[src/rtl/platform_bank_if.sv]
// Platform bank bus: scroll request/amount in from jump logic, platform geometry,
// live flags and height score back out to the jump-logic collision stage.
interface platform_bank_if;
  logic         loadplat;
  logic         refresh_en;
  logic [9:0]   scroll_amt;
  logic [143:0] plat_x;
  logic [143:0] plat_y;
  logic [15:0]  plat_valid;
  logic [8:0]   plat_size_x;
  logic [8:0]   plat_size_y;
  logic         busy;
  logic [15:0]  score;

  // Jump-logic / stimulus side.
  modport master (
    output loadplat, refresh_en, scroll_amt,
    input  plat_x, plat_y, plat_valid, plat_size_x, plat_size_y, busy, score
  );

  // Platform bank side.
  modport slave (
    input  loadplat, refresh_en, scroll_amt,
    output plat_x, plat_y, plat_valid, plat_size_x, plat_size_y, busy, score
  );
endinterface

[src/rtl/platform_bank.sv]
// Platform bank: owns the 16 on-screen platforms. Lays them out on a loadplat
// rising edge, scrolls them down on refresh_en, kills platforms that leave the
// bottom edge, respawns one dead slot per frame at the top, and keeps a
// saturating height score.
// Optional feature macro: PLAT_DRIFT_EN (odd slots drift horizontally).
module platform_bank #(
  parameter logic [8:0]  PLAT_SIZE_X  = 9'd20,
  parameter logic [8:0]  PLAT_SIZE_Y  = 9'd3,
  parameter logic [9:0]  SCREEN_Y_MAX = 10'd479,
  parameter logic [9:0]  SPAWN_Y      = 10'd25,
  parameter logic [9:0]  LOAD_Y0      = 10'd470,
  parameter logic [9:0]  X_MIN        = 10'd40,
  parameter logic [15:0] LFSR_SEED    = 16'hACE1
) (
  input logic            frame_clk,
  input logic            Reset,
  platform_bank_if.slave bus
);

  // Slot count is fixed by the packed output widths the jump logic expects.
  localparam int unsigned NUM_PLAT = 16;

`ifdef PLAT_DRIFT_EN
  // Drift needs the full 10-bit X to detect the right-hand bound.
  localparam int unsigned XW    = 10;
  localparam logic [9:0]  X_MAX = X_MIN + 10'd510;
`else
  // Without drift only the 9 bits driven on plat_x are ever observed.
  localparam int unsigned XW = 9;
`endif

  typedef enum logic [1:0] {StIdle, StLoad, StRun} state_e;

  state_e          state_q, state_d;
  logic [3:0]      idx_q, idx_d;
  logic [15:0]     lfsr_q, lfsr_d;
  logic            loadplat_q;
  logic [XW-1:0]   x_q [NUM_PLAT];
  logic [XW-1:0]   x_d [NUM_PLAT];
  logic [9:0]      y_q [NUM_PLAT];
  logic [9:0]      y_d [NUM_PLAT];
  logic [15:0]     valid_q, valid_d;
  logic [15:0]     score_q, score_d;
`ifdef PLAT_DRIFT_EN
  logic [15:0]     dir_q, dir_d;   // 1 = moving right
`endif

  logic            load_rise;
  logic [XW-1:0]   new_x;
  logic [9:0]      load_y;
  logic [10:0]     scroll_sum [NUM_PLAT];
  logic [16:0]     score_sum;
  logic            resp_found;
  logic [3:0]      resp_idx;

  assign load_rise = bus.loadplat & ~loadplat_q;
  assign new_x     = XW'(X_MIN) + XW'({lfsr_q[7:0], 1'b0});
  assign load_y    = LOAD_Y0 - (10'(idx_q) * 10'd30);
  assign score_sum = {1'b0, score_q} + {7'd0, bus.scroll_amt};

  // Galois LFSR, right shift; free-runs in every state.
  always_comb begin
    lfsr_d = {1'b0, lfsr_q[15:1]} ^ (lfsr_q[0] ? 16'hB400 : 16'h0000);
  end

  // Per-slot scrolled Y with carry; the carry marks a wrap that kills the slot.
  always_comb begin
    for (int i = 0; i < NUM_PLAT; i++) begin
      scroll_sum[i] = {1'b0, y_q[i]} + {1'b0, bus.scroll_amt};
    end
  end

  // Lowest-index dead slot is the single respawn candidate this frame.
  always_comb begin
    resp_found = 1'b0;
    resp_idx   = 4'd0;
    for (int i = NUM_PLAT - 1; i >= 0; i--) begin
      if (!valid_q[i]) begin
        resp_found = 1'b1;
        resp_idx   = 4'(i);
      end
    end
  end

  // FSM next state plus slot/score updates.
  always_comb begin
    state_d = state_q;
    idx_d   = idx_q;
    valid_d = valid_q;
    score_d = score_q;
    x_d     = x_q;
    y_d     = y_q;
`ifdef PLAT_DRIFT_EN
    dir_d   = dir_q;
`endif

    unique case (state_q)
      StIdle: begin
        if (load_rise) begin
          state_d = StLoad;
          idx_d   = 4'd0;
          score_d = 16'd0;
        end
      end

      StLoad: begin
        // loadplat edges and refresh_en are deliberately ignored here.
        x_d[idx_q]     = new_x;
        y_d[idx_q]     = load_y;
        valid_d[idx_q] = 1'b1;
`ifdef PLAT_DRIFT_EN
        dir_d[idx_q]   = 1'b1;
`endif
        idx_d = idx_q + 4'd1;
        if (idx_q == 4'(NUM_PLAT - 1)) begin
          state_d = StRun;
        end
      end

      StRun: begin
        if (load_rise) begin
          // Restart takes priority over this frame's scroll.
          state_d = StLoad;
          idx_d   = 4'd0;
          score_d = 16'd0;
        end else begin
          if (bus.refresh_en) begin
            for (int i = 0; i < NUM_PLAT; i++) begin
              if (valid_q[i]) begin
                y_d[i] = scroll_sum[i][9:0];
                if (scroll_sum[i][10] || (scroll_sum[i][9:0] > SCREEN_Y_MAX)) begin
                  valid_d[i] = 1'b0;
                end
              end
            end
            score_d = score_sum[16] ? 16'hFFFF : score_sum[15:0];
          end

`ifdef PLAT_DRIFT_EN
          for (int i = 1; i < NUM_PLAT; i += 2) begin
            if (valid_q[i]) begin
              if (dir_q[i]) begin
                x_d[i] = x_q[i] + 10'd1;
                if ((x_q[i] + 10'd1) >= X_MAX) dir_d[i] = 1'b0;
              end else begin
                x_d[i] = x_q[i] - 10'd1;
                if ((x_q[i] - 10'd1) <= X_MIN) dir_d[i] = 1'b1;
              end
            end
          end
`endif

          // Respawn overrides any scroll on the same slot; slots killed this
          // frame are still valid_q here, so they wait until next frame.
          if (resp_found) begin
            y_d[resp_idx]     = SPAWN_Y;
            x_d[resp_idx]     = new_x;
            valid_d[resp_idx] = 1'b1;
`ifdef PLAT_DRIFT_EN
            dir_d[resp_idx]   = 1'b1;
`endif
          end
        end
      end

      default: begin
        state_d = StIdle;
      end
    endcase
  end

  // State registers, asynchronously cleared by Reset.
  always_ff @(posedge frame_clk or posedge Reset) begin
    if (Reset) begin
      state_q    <= StIdle;
      idx_q      <= 4'd0;
      lfsr_q     <= LFSR_SEED;
      loadplat_q <= 1'b0;
      valid_q    <= 16'd0;
      score_q    <= 16'd0;
      for (int i = 0; i < NUM_PLAT; i++) begin
        x_q[i] <= '0;
        y_q[i] <= 10'h1FF;
      end
`ifdef PLAT_DRIFT_EN
      dir_q      <= 16'hFFFF;
`endif
    end else begin
      state_q    <= state_d;
      idx_q      <= idx_d;
      lfsr_q     <= lfsr_d;
      loadplat_q <= bus.loadplat;
      valid_q    <= valid_d;
      score_q    <= score_d;
      x_q        <= x_d;
      y_q        <= y_d;
`ifdef PLAT_DRIFT_EN
      dir_q      <= dir_d;
`endif
    end
  end

  // Pack slot registers onto the jump-logic buses (low 9 bits of each).
  always_comb begin
    bus.plat_x = '0;
    bus.plat_y = '0;
    for (int i = 0; i < NUM_PLAT; i++) begin
      bus.plat_x[9*i +: 9] = x_q[i][8:0];
      bus.plat_y[9*i +: 9] = y_q[i][8:0];
    end
  end

  assign bus.plat_valid  = valid_q;
  assign bus.plat_size_x = PLAT_SIZE_X;
  assign bus.plat_size_y = PLAT_SIZE_Y;
  assign bus.busy        = (state_q == StLoad);
  assign bus.score       = score_q;

endmodule

[src/flat_wrapper.sv]
// flat-port wrapper written by rule: the top's interface ports become plain ports
module platform_bank_flat 
#(
  parameter logic [8:0]  PLAT_SIZE_X  = 9'd20,
  parameter logic [8:0]  PLAT_SIZE_Y  = 9'd3,
  parameter logic [9:0]  SCREEN_Y_MAX = 10'd479,
  parameter logic [9:0]  SPAWN_Y      = 10'd25,
  parameter logic [9:0]  LOAD_Y0      = 10'd470,
  parameter logic [9:0]  X_MIN        = 10'd40,
  parameter logic [15:0] LFSR_SEED    = 16'hACE1
)
  (frame_clk, Reset, bus_loadplat, bus_refresh_en, bus_scroll_amt, bus_plat_x, bus_plat_y, bus_plat_valid, bus_plat_size_x, bus_plat_size_y, bus_busy, bus_score);
  platform_bank_if bus_i ();
  input logic frame_clk;
  input logic Reset;
  input wire logic [$bits(bus_i.loadplat)-1:0] bus_loadplat;
  input wire logic [$bits(bus_i.refresh_en)-1:0] bus_refresh_en;
  input wire logic [$bits(bus_i.scroll_amt)-1:0] bus_scroll_amt;
  output wire logic [$bits(bus_i.plat_x)-1:0] bus_plat_x;
  output wire logic [$bits(bus_i.plat_y)-1:0] bus_plat_y;
  output wire logic [$bits(bus_i.plat_valid)-1:0] bus_plat_valid;
  output wire logic [$bits(bus_i.plat_size_x)-1:0] bus_plat_size_x;
  output wire logic [$bits(bus_i.plat_size_y)-1:0] bus_plat_size_y;
  output wire logic [$bits(bus_i.busy)-1:0] bus_busy;
  output wire logic [$bits(bus_i.score)-1:0] bus_score;
  assign bus_i.loadplat = bus_loadplat;
  assign bus_i.refresh_en = bus_refresh_en;
  assign bus_i.scroll_amt = bus_scroll_amt;
  assign bus_plat_x = bus_i.plat_x;
  assign bus_plat_y = bus_i.plat_y;
  assign bus_plat_valid = bus_i.plat_valid;
  assign bus_plat_size_x = bus_i.plat_size_x;
  assign bus_plat_size_y = bus_i.plat_size_y;
  assign bus_busy = bus_i.busy;
  assign bus_score = bus_i.score;
  platform_bank #(.PLAT_SIZE_X(PLAT_SIZE_X), .PLAT_SIZE_Y(PLAT_SIZE_Y), .SCREEN_Y_MAX(SCREEN_Y_MAX), .SPAWN_Y(SPAWN_Y), .LOAD_Y0(LOAD_Y0), .X_MIN(X_MIN), .LFSR_SEED(LFSR_SEED)) u_core (.frame_clk(frame_clk), .Reset(Reset), .bus(bus_i));
endmodule
[config.mk]
export PLATFORM = sky130hd
export DESIGN_NAME = platform_bank_flat
export DESIGN_NICKNAME = d
export VERILOG_FILES = /design/src/rtl/platform_bank_if.sv /design/src/rtl/platform_bank.sv /design/src/flat_wrapper.sv
export SDC_FILE = /design/constraint.sdc
export NUM_CORES = 1
export LEC_CHECK = 0
export ABC_AREA = 0
export BUFFER_PORTS_ARGS = -buffer_cell sky130_fd_sc_hd__buf_4
export CORE_MARGIN = 4
export CORE_UTILIZATION = 45
export CTS_BUF_LIST = sky130_fd_sc_hd__clkbuf_2
export CTS_CLUSTER_SIZE = 28
export DETAILED_ROUTE_END_ITERATION = 10
export PLACE_DENSITY = 0.65
export RECOVER_POWER = 100
export SLEW_MARGIN = 20
export SYNTH_ARGS = -nofsm -noshare
export SYNTH_HDL_FRONTEND = slang
export SYNTH_SLANG_ARGS = --single-unit
[constraint.sdc]
create_clock -name frame_clk -period 14.4 [get_ports frame_clk]
set_input_delay 1.44 -clock frame_clk [delete_from_list [all_inputs] [get_ports frame_clk]]
set_output_delay 1.44 -clock frame_clk [all_outputs]
set_load 0.03 [all_outputs]
==> impl_metrics.env <==
export IMPL_netlist_instances=2625
export IMPL_setup_viol=0
export IMPL_slew_violations=471
export IMPL_cp_num_buf_inv=3
export IMPL_clk_path_buf_depth=3
export IMPL_fmax_mhz=134
export IMPL_cts_made_buffers=98
export IMPL_gp_congestion=0.933
export IMPL_setup_slack_ps=6920
export IMPL_reg2reg_slack_ps=7330
export IMPL_start_util_pct=45.9
export IMPL_cts_tree="built"
export IMPL_p_leak_uw=0.0122
export IMPL_grt_total_usage_pct=28.8
export IMPL_drtIter0Drc=1716
export IMPL_synth_cell_type_count=100
export IMPL_port_buffers=318
export IMPL_via_count=22100
export IMPL_ir_worst_vdd_mv=0.198
export IMPL_hold_viol=0
export IMPL_ys_flop_type="dfrtp_1"
export IMPL_rsz0062_at_grt="no"
export IMPL_criticalPathCategory="in -> async"
export IMPL_clk_latency_ps=1200
export IMPL_ys_seq_area_share_pct=35.3
export IMPL_hpwl_mm=62.5
export IMPL_status="finished, violations left"
export IMPL_yosysWarnings=0
export IMPL_layout_drive_gt1_share_pct=16.1
export IMPL_routed_via_density=6.11
export IMPL_required_ps=14710
export IMPL_critPathLaunchType="input pin"
export IMPL_place_ws_ps=9930
export IMPL_drt_total_wl_mm=87.8
export IMPL_clock_skew_ps=107
export IMPL_tightest_slew_ps=5560
export IMPL_ant_nets=0
export IMPL_fill_cells=5269
export IMPL_relSlewSlack_pct=-273
export IMPL_coreArea_um2=54200
export IMPL_cp_max_fo=109
export IMPL_placementRows=85
export IMPL_cap_violations=12
export IMPL_powerDensity_nw_per_um2=176
export IMPL_synthesis_area_um2=24900
export IMPL_ys_ff_latch=343
export IMPL_htreeDepth=3
export IMPL_die_w_um=243
export IMPL_postCtsHoldBufs=0
export IMPL_post_route_drc_count=0
export IMPL_grt_pass1_wl_mm=132
export IMPL_path_delay_family="buffers and inverters"
export IMPL_syn_to_final_growth_pct=7.59
export IMPL_wl_per_cell_um=24.3
export IMPL_overflow=0
export IMPL_first_global_vias=21800
export IMPL_die_h_um=243
export IMPL_cts_clk_slew_worst_paths_ps=100
export IMPL_synth_edf_count=0
export IMPL_syn_avg_cell_area_um2=9.48
export IMPL_worstPathCellList="clkbuf_4 -> clkinvlp_2 -> clkbuf_1"
export IMPL_post_cts_buffers=0
export IMPL_cts_root_buf="clkbuf_2"
export IMPL_power_uw=4700
export IMPL_postCtsResizedCells=0
export IMPL_grt_max_degree=110
export IMPL_fin_setup_tns_ps=0
export IMPL_finalCritPeriodShare_pct=51.9
export IMPL_critPathArrivalTime_ps=7790
export IMPL_first_pass_iters=6
export IMPL_io_pins=353
export IMPL_crit_slowest_cell="clkinvlp_2"
export IMPL_end_kind="asynchronous set/reset pin"
export IMPL_nets=3059
export IMPL_max_stage_delay_ps=3060
export IMPL_min_period_ps=7480
export IMPL_antenna_found_initial=3
export IMPL_fp_dieArea_um2=59100
export IMPL_violations="max-capacitance violations, max-slew violations"
export IMPL_hold_path_class="reg -> reg"
export IMPL_synthArstFlopShare_pct=100
export IMPL_clock_sinks=343
-- through the flow --
stage | area (µm²) | util, % | std cells | hold WS (ps)
after floorplan | 25000 | - | 2657 | 331
after global placement | 26800 | 49.4 | 3423 | 342
after detailed placement | 26800 | 49.4 | 3424 | 341
after CTS | 27700 | 51.1 | 3604 | 237
after global routing | 26800 | 49.4 | 3610 | 273
final | 26800 | 49.4 | 3610 | 363
-- cells by family after synthesis --
logic type / synth area share, %
AOI/OAI and AO/OA: 23.6
DFF: 35.3
adders and majority gates: 11.6
xor gates and xnor gates: 4.58
other: 0.0302
and+or+nand+nor: 12.1
muxes: 4.65
buffers and inverters: 8.27
-- cell usage in the layout (no fill, tap or decap), drive strengths merged, types with 13 or more instances in the layout --
cell type,count
clkbuf,366
a21o,62
fa,22
o21ai,178
nand3,49
buf,131
mux2,92
dfrtp,191
nor2b,23
xor2,65
nand2,209
nor2,154
o22ai,38
o2bb2ai,22
a22oi,19
nand4,16
o21a,26
a211oi,36
ha,195
and3,25
xnor2,65
inv,80
o211ai,34
a221o,24
dfstp,152
conb,34
nor3,44
clkinv,24
a21oi,190
o221ai,13
a22o,20
a31oi,33
and2,29
o21bai,21
nor3b,15
-- where the power goes --
| part | total, µW | internal [µW] | switching (µW) |
|---|---|---|---|
| clock network | 773 | 300 | 473 |
| logic | 2510 | 820 | 1690 |
| registers | 1420 | 1200 | 221 |
-- metal layers --
metal	GRT usage [%]	up-vias	share of wire [%]	wire, µm
met5	0	-	0	0
met4	12.9	0	4.9	4300
met3	8.52	235	10	8740
li1	-	9978	-	-
met2	46.0	1071	45	39700
met1	36.0	10800	40	35100
-- cell type report --
type	instances	area, µm²	share of cell area, %
multi-input cells	1960	14100	52.7
inverters	77	290	1.08
clock buffers	149	746	2.79
diodes	6	15.0	0.0561
repair buffers	348	1800	6.73
flip-flops and latches	343	8770	32.8
well taps	696	871	3.25
clock inverters	31	176	0.659
-- registers in the layout, indices dropped and copies added, names as in the netlist --
signal	flops
u_core.bus.plat_valid	16
u_core.bus.plat_x	128
u_core.bus.plat_y	144
u_core.bus.score	16
u_core.idx_q	4
u_core.lfsr_q	16
u_core.loadplat_q	1
u_core.state_q	2
u_core.y_q	16
-- cell usage after synthesis (all sizes together) (9+ instances only) --
cell	n	share of area (%)
fa	22	1.8
nor2	154	2.3
dfrtp	191	19
o221ai	13	0.46
xnor2	65	2.3
mux2	92	4.2
a21oi	190	3.9
o2bb2ai	22	0.77
a211o	10	0.35
a211oi	36	1.1
o21ai	178	3.7
inv	77	1.2
a221o	24	0.97
nor4	12	0.39
o211ai	34	1.2
o21bai	21	0.63
nand2b	12	0.33
or3	10	0.25
a22o	20	0.70
o22ai	38	0.96
nand2	209	3.2
nor3b	15	0.45
a21o	62	1.9
ha	195	9.8
a31o	12	0.46
nor2b	23	0.59
nor3	44	0.95
clkbuf	65	0.99
o21a	26	0.78
a311oi	9	0.34
and3	25	0.65
xor2	65	2.3
a32oi	9	0.32
a22oi	19	0.57
mux2i	12	0.48
dfstp	152	16
and2	29	0.73
nand3	49	1.0
a21boi	10	0.30
nand4	16	0.40
o31ai	9	0.44
buf	212	6.1
a31oi	33	0.89
-- path summary, 6_finish.rpt --
check	start	end	cells past startpoint
setup / recovery	Reset	u_core.bus.plat_x[119]	3
hold / removal	u_core.lfsr_q[12]	u_core.lfsr_q[11]	0
setup reg to reg	u_core.state_q[0]	u_core.bus.plat_valid[5]	9
hold reg to reg	u_core.lfsr_q[12]	u_core.lfsr_q[11]	0
max in group frame_clk	u_core.state_q[0]	u_core.bus.plat_valid[5]	9
min in group asynchronous	Reset	u_core.bus.plat_x[48]	2
Note: power is estimated with default switching activity, not from simulation.
